`src/rtl/neuron_acc_ctrl_pkg.sv`:
```
// Shared NN package: datapath defaults and the accumulator controller state encoding.
package neuron_acc_ctrl_pkg;

    localparam int NN_DWIDTH = 32;   // Q8.24 operands and sums
    localparam int NN_FRAC   = 24;
    localparam int NN_NPAIR  = 392;  // 784 inputs taken two per cycle

    typedef enum logic [1:0] {
        ST_IDLE = 2'd0,
        ST_LOAD = 2'd1,
        ST_ACC  = 2'd2,
        ST_DONE = 2'd3
    } state_t;

endpackage

```
`src/rtl/neuron_acc_ctrl_adder_4in.sv`:
```
// Three-operand wrap-around adder shared across the NN datapath; carries beyond WIDTH are dropped.
module adder_4in #(
    parameter int WIDTH = 32
) (
    input  logic [WIDTH-1:0] i_a,
    input  logic [WIDTH-1:0] i_b,
    input  logic [WIDTH-1:0] i_c,
    output logic [WIDTH-1:0] o_sum
);

    assign o_sum = i_a + i_b + i_c;

endmodule

```
`src/rtl/neuron_acc_ctrl.sv`:
```
// Neuron sum controller: loads a bias, accumulates NPAIR operand pairs one per cycle,
// then presents the wrapped DWIDTH-bit sum with a one-cycle sum_valid pulse.
module neuron_acc_ctrl
    import neuron_acc_ctrl_pkg::*;
#(
    parameter int DWIDTH = NN_DWIDTH,
    parameter int frac   = NN_FRAC,
    parameter int NPAIR  = NN_NPAIR
) (
    input  logic              clk,
    input  logic              rst,
    input  logic              start,
    input  logic [DWIDTH-1:0] bias,
    input  logic              in_valid,
    output logic              in_ready,
    input  logic [DWIDTH-1:0] in_a,
    input  logic [DWIDTH-1:0] in_b,
    output logic [DWIDTH-1:0] sum_out,
    output logic              sum_valid,
    output logic              busy,
    output state_t            dbg_state
);

    localparam int CW = $clog2(NPAIR + 1);
    localparam logic [CW-1:0] LAST_IDX = CW'(NPAIR - 1);

    generate
        if (frac < 0 || frac >= DWIDTH) begin : g_bad_frac
            $error("neuron_acc_ctrl: frac must lie in [0, DWIDTH-1]");
        end
        if (NPAIR < 1) begin : g_bad_npair
            $error("neuron_acc_ctrl: NPAIR must be at least 1");
        end
    endgenerate

    state_t            r_state;
    state_t            w_next;
    logic [DWIDTH-1:0] r_acc;
    logic [DWIDTH-1:0] r_sum_out;
    logic              r_sum_valid;
    logic [CW-1:0]     r_cnt;
    logic [DWIDTH-1:0] w_sum;
    logic              w_in_ready;
    logic              w_accept;
    logic              w_last;

    // Handshake: a pair transfers on a rising edge where in_valid && in_ready are both
    // high; in_ready depends only on the registered state, never on in_valid.
    assign w_accept = in_valid & w_in_ready;
    assign w_last   = (r_cnt == LAST_IDX);

    adder_4in #(
        .WIDTH (DWIDTH)
    ) u_adder (
        .i_a   (r_acc),
        .i_b   (in_a),
        .i_c   (in_b),
        .o_sum (w_sum)
    );

    always_ff @(posedge clk or posedge rst) begin
        if (rst) begin
            r_state <= ST_IDLE;
        end else begin
            r_state <= w_next;
        end
    end

    always_comb begin
        w_next     = r_state;
        w_in_ready = 1'b0;
        case (r_state)
            ST_IDLE: begin
                if (start) begin
                    w_next = ST_LOAD;
                end
            end
            ST_LOAD: begin
                w_next = ST_ACC;
            end
            ST_ACC: begin
                w_in_ready = 1'b1;
                if (in_valid && w_last) begin
                    w_next = ST_DONE;
                end
            end
            ST_DONE: begin
                w_next = ST_IDLE;
            end
            default: begin
                w_next = ST_IDLE;
            end
        endcase
    end

    // The final sum is latched on the edge that enters DONE, so sum_out and sum_valid
    // are both visible throughout the DONE cycle (where sum_out equals acc).
    always_ff @(posedge clk or posedge rst) begin
        if (rst) begin
            r_acc       <= '0;
            r_cnt       <= '0;
            r_sum_out   <= '0;
            r_sum_valid <= 1'b0;
        end else begin
            if (r_state == ST_IDLE && start) begin
                r_acc <= bias;
            end else if (w_accept) begin
                r_acc <= w_sum;
            end

            if (r_state == ST_LOAD) begin
                r_cnt <= '0;
            end else if (w_accept) begin
                r_cnt <= r_cnt + CW'(1);
            end

            r_sum_valid <= w_accept && w_last;
            if (w_accept && w_last) begin
                r_sum_out <= w_sum;
            end
        end
    end

    assign in_ready  = w_in_ready;
    assign sum_out   = r_sum_out;
    assign sum_valid = r_sum_valid;
    assign busy      = (r_state != ST_IDLE);
    assign dbg_state = r_state;

endmodule

```
`config.mk`:
```
export PLATFORM = sky130hd
export DESIGN_NAME = neuron_acc_ctrl
export DESIGN_NICKNAME = d
export VERILOG_FILES = /design/src/rtl/neuron_acc_ctrl_pkg.sv /design/src/rtl/neuron_acc_ctrl_adder_4in.sv /design/src/rtl/neuron_acc_ctrl.sv
export SDC_FILE = /design/constraint.sdc
export NUM_CORES = 1
export LEC_CHECK = 0
export ABC_CLOCK_PERIOD_IN_PS = 3800
export BUFFER_PORTS_ARGS = -buffer_cell sky130_fd_sc_hd__clkbuf_2
export CAP_MARGIN = 20
export CORE_MARGIN = 5
export CORE_UTILIZATION = 30
export CTS_BUF_LIST = sky130_fd_sc_hd__clkbuf_4 sky130_fd_sc_hd__clkbuf_8
export DETAILED_ROUTE_END_ITERATION = 10
export GPL_TIMING_DRIVEN = 0
export PLACE_DENSITY = 0.53
export SYNTH_ARGS = -nofsm -noshare
export SYNTH_HDL_FRONTEND = slang
export SYNTH_SLANG_ARGS = --single-unit
```
`constraint.sdc`:
```
create_clock -name clk -period 3.8 [get_ports clk]
set_input_delay 0.19 -clock clk [delete_from_list [all_inputs] [get_ports clk]]
set_output_delay 0.19 -clock clk [all_outputs]
set_load 0.005 [all_outputs]
```
==> metrics.txt <==
# TYPE chip_impl_metric gauge
chip_impl_info{name="status",value="complete, no violations"} 1
chip_impl_metric{name="cts_inserted_buffers",unit=""} 9
chip_impl_metric{name="post_synth_inst_count",unit=""} 607
chip_impl_metric{name="r2r_setup_slack",unit="ps"} 200
chip_impl_metric{name="finClkSkew",unit="ps"} 14.10
chip_impl_info{name="synth_area_leaders",value="sky130_fd_sc_hd__dfrtp_1 33%, sky130_fd_sc_hd__fa_1 11%, sky130_fd_sc_hd__ha_1 7.6%"} 1
chip_impl_metric{name="layout_cells_sized_above_1",unit="%"} 26.05
chip_impl_metric{name="diodes",unit=""} 0
chip_impl_info{name="setup_cp_type",value="flop to flop"} 1
chip_impl_metric{name="drv_cap",unit=""} 0
chip_impl_info{name="clk_root_buffer_cell",value="sky130_fd_sc_hd__clkbuf_8"} 1
chip_impl_metric{name="slew_headroom",unit="%"} 45.32
chip_impl_metric{name="timing.fmax",unit="MHz"} 278.1
chip_impl_metric{name="timing.critical_path.arrival",unit="ps"} 3850
chip_impl_metric{name="floorplan.die_area",unit="sq um"} 22010
chip_impl_metric{name="async_reset_ff_share",unit="%"} 100.0
chip_impl_metric{name="utilization",unit="%"} 37.43
chip_impl_info{name="worst_setup_path_start_kind",value="flop"} 1
chip_impl_metric{name="routed_wire_length",unit="um"} 17720
chip_impl_metric{name="r2r.worst_path.cells",unit=""} 10
chip_impl_metric{name="die_w",unit="um"} 148.4
chip_impl_metric{name="fp.dieH",unit="um"} 148.4
chip_impl_metric{name="synth-edff-count",unit=""} 0
chip_impl_info{name="critical_path.cell_chain",value="fa_1, ha_1, nand2_1, o21ai_0, o211ai_1, o21bai_1, nor2_1, o31ai_1, mux2i_1, a221o_1"} 1
chip_impl_metric{name="synth_largest_type_area_fraction",unit="%"} 33.12
chip_impl_metric{name="final_max_slew_viol_count",unit=""} 0
chip_impl_info{name="most-common-layout-cells",value="137 x sky130_fd_sc_hd__clkbuf_2, 106 x sky130_fd_sc_hd__nand2_1, 76 x sky130_fd_sc_hd__dfrtp_1, 49 x sky130_fd_sc_hd__nor2_1, 41 x sky130_fd_sc_hd__a21oi_1"} 1
chip_impl_metric{name="post_cts_buffers",unit=""} 0
chip_impl_metric{name="nets",unit=""} 923
chip_impl_metric{name="grt_util_all_layers",unit="%"} 16.52
chip_impl_metric{name="timing.critical_path.fanout_max",unit=""} 6
chip_impl_info{name="reg2reg_from",value="r_acc[13]"} 1
chip_impl_metric{name="hold_violations",unit=""} 0
chip_impl_metric{name="drtAntennaViolNets",unit=""} 0
chip_impl_metric{name="maximum_number_of_pins_on_one_net_before_global_route_repair",unit=""} 51
chip_impl_metric{name="syn_area_per_cell",unit="sq um"} 9.461
chip_impl_metric{name="drt-pass1-iter-count",unit=""} 4
chip_impl_info{name="crit-reg2reg-capture",value="r_acc[31]"} 1
chip_impl_metric{name="floorplan.rows",unit=""} 50
chip_impl_metric{name="grt_first_pass_wirelength",unit="um"} 28500
chip_impl_metric{name="post_dr_vias_cell",unit=""} 5.029
chip_impl_metric{name="antenna_found_initial",unit=""} 0
chip_impl_metric{name="coreArea",unit="sq um"} 18770
chip_impl_metric{name="synth_sequential_area_ratio",unit="%"} 33.12
chip_impl_info{name="worst_hold_path_type",value="input port to flop"} 1
chip_impl_metric{name="final_critical_path_setup_slack",unit="ps"} 203.6
chip_impl_metric{name="numPortBuffers",unit=""} 136
chip_impl_metric{name="synth_seq_cells",unit=""} 76
chip_impl_metric{name="place.detailed.hpwl",unit="um"} 14230
chip_impl_info{name="cp_slowest_cell",value="sky130_fd_sc_hd__o31ai_1"} 1
chip_impl_metric{name="initial_core_util",unit="%"} 30.60
chip_impl_metric{name="timing.final.setup_violations",unit=""} 0
chip_impl_metric{name="count_of_pins_on_the_block_boundary",unit=""} 137
chip_impl_info{name="hold_path_startpoint",value="bias[13]"} 1
chip_impl_metric{name="vdd_drop_max",unit="uV"} 317.0
chip_impl_metric{name="clk_latency",unit="ps"} 370
chip_impl_metric{name="finalWeightedCongestion",unit=""} 0.8539
chip_impl_metric{name="power_density",unit="nW/um^2"} 882.7
chip_impl_metric{name="areaGrowthSynthToFinish",unit="%"} 22.31
chip_impl_metric{name="final.setup.tns",unit="ps"} 0
chip_impl_metric{name="number_of_clock_sinks",unit=""} 76
chip_impl_metric{name="ys_warn_count",unit=""} 0
chip_impl_info{name="ys.flop_type",value="sky130_fd_sc_hd__dfrtp_1"} 1
chip_impl_metric{name="cts_max_path_buffers",unit=""} 2
chip_impl_metric{name="remaining_drc_errors",unit=""} 0
chip_impl_metric{name="netlist_area",unit="sq um"} 5743
chip_impl_metric{name="critical_path.max_stage_delay",unit="ps"} 530
chip_impl_info{name="beginning_of_the_critical_path",value="r_acc[13]"} 1
chip_impl_metric{name="avgRoutedWirePerCell",unit="um"} 17.83
chip_impl_info{name="synth_top_cell_by_area",value="sky130_fd_sc_hd__dfrtp_1"} 1
chip_impl_info{name="setup.worst_path.end",value="r_acc[31]"} 1
chip_impl_info{name="cp-end-kind",value="flop"} 1
chip_impl_metric{name="first_global_vias",unit=""} 5132
chip_impl_metric{name="timing.final.crit_period",unit="ps"} 3596
chip_impl_metric{name="num_vias",unit=""} 4999
chip_impl_metric{name="p_leak",unit="nW"} 3.292
chip_impl_metric{name="clock_pin_transition_on_the_worst_setup_and_hold_timing_paths",unit="ps"} 90
chip_impl_metric{name="mappedNetlistNets",unit=""} 774
chip_impl_info{name="tritoncts",value="done"} 1
chip_impl_metric{name="gr-total-overflow",unit=""} 0
chip_impl_info{name="mostFrequentLayoutCell",value="sky130_fd_sc_hd__clkbuf_2"} 1
chip_impl_info{name="grt_setup_unrepaired",value="no"} 1
chip_impl_metric{name="post_synth_num_cell_types",unit=""} 65
chip_impl_metric{name="tightestPinTransition",unit="ps"} 820.2
chip_impl_metric{name="layout_worst_path_cycle_share",unit="%"} 94.64
chip_impl_metric{name="cts-htree-levels",unit=""} 3
chip_impl_metric{name="dpl_worst_slack",unit="ps"} -33.14
chip_impl_metric{name="first_iter_violations",unit=""} 206
chip_impl_metric{name="worst-endpoint-required",unit="ps"} 4060
how the worst min path moves through the flow:
stage | slack (ps) | to | depth (start not counted)
3_3_place_gp | 400 | r_acc[13] | 3
2_1_floorplan | 310 | r_acc[0] | 2
6_report | 40 | r_acc[13] | 3
4_1_cts | 7 | r_acc[13] | 3
5_1_grt | 20 | r_acc[13] | 3
3_5_place_dp | 210 | sum_out[31] | 2
metal layers:
| metal | GRT usage (%) | share of wire (%) | vias to the layer above |
|---|---|---|---|
| met5 | 0 | 0 | - |
| met4 | 4.296 | 1.1 | 0 |
| met3 | 3.626 | 5.4 | 11 |
| met2 | 25.37 | 45 | 130 |
| met1 | 23.64 | 49 | 2420 |
| li1 | - | - | 2438 |
layout make-up:
cell class / count / area, sq um
fill: 1956 / 11740
tap: 234 / 292.8
buffer: 30 / 216.5
clock inverter: 4 / 97.59
sequential: 76 / 1902
clock buffer: 11 / 145.1
inverter: 20 / 77.57
timing repair buffer: 138 / 718.2
multi-input combinational: 481 / 3575
repair_timing:
item,4_1_cts,5_1_grt
setup endpoints to repair,6,11
hold buffers,1,0
gates cloned,0,0
gates resized for setup,2,4
hold endpoints to repair,26,0
sequential cells by signal, summed over array words and instances (netlist names):
| register | count |
|---|---|
| dbg_state | 2 |
| r_acc | 32 |
| sum_out | 32 |
| r_cnt | 9 |
| sum_valid | 1 |
critical path, delay by kind of cell (launching register included):
family / cells / cell delay (ps)
flip-flops: 1 / 400
multiplexers: 1 / 170
AND/OR/NAND/NOR: 2 / 270
AO/OA/AOI/OAI: 5 / 1720
adder cells (fa/ha/maj): 2 / 940
stage by stage:
step | area, sq um | cells | total power [mW] | hold WS, ps
3_3_place_gp | 6716 | 977 | 5.344 | 400.4
3_5_place_dp | 6746 | 978 | 5.357 | 206.8
6_report | 7024 | 994 | 6.200 | 39.85
5_1_grt | 7024 | 994 | 6.746 | 22.51
4_1_cts | 7018 | 994 | 6.207 | 7.373
2_1_floorplan | 5743 | 607 | 4.266 | 306.8
kinds of logic (layout without fill, tap and decap cells):
logic type	Yosys count	count (layout)	share of synthesized area [%]
flops	76	76	33.12
xor+xnor	37	37	5.643
buf+inv	50	203	5.076
compound gates	158	158	18.69
simple gates	200	200	15.08
fa+ha+maj	67	67	18.78
mux	19	19	3.617
synthesized netlist by cell type, types with 5 or more instances:
library cell / n
sky130_fd_sc_hd__o21ai_0: 38
sky130_fd_sc_hd__mux2i_1: 5
sky130_fd_sc_hd__dfrtp_1: 76
sky130_fd_sc_hd__xnor2_1: 25
sky130_fd_sc_hd__o21bai_1: 7
sky130_fd_sc_hd__a21oi_1: 41
sky130_fd_sc_hd__ha_1: 35
sky130_fd_sc_hd__a22oi_1: 6
sky130_fd_sc_hd__a221o_1: 5
sky130_fd_sc_hd__a31oi_1: 15
sky130_fd_sc_hd__clkbuf_8: 8
sky130_fd_sc_hd__nand3_1: 8
sky130_fd_sc_hd__fa_1: 32
sky130_fd_sc_hd__mux2_2: 14
sky130_fd_sc_hd__a211oi_1: 5
sky130_fd_sc_hd__nor2_1: 49
sky130_fd_sc_hd__a21o_1: 6
sky130_fd_sc_hd__nand2_1: 106
sky130_fd_sc_hd__nand4_1: 5
sky130_fd_sc_hd__inv_1: 20
sky130_fd_sc_hd__clkbuf_1: 14
sky130_fd_sc_hd__xor2_1: 12
sky130_fd_sc_hd__or3_1: 6
where the power goes:
part / internal [mW] / leakage [nW] / switching, mW / total, mW
logic: 1.75 / 2.18 / 2.51 / 4.27
clock network: 0.459 / 0.119 / 0.323 / 0.781
registers: 1.00 / 0.995 / 0.148 / 1.15
Note: power is estimated with default switching activity, not from simulation.
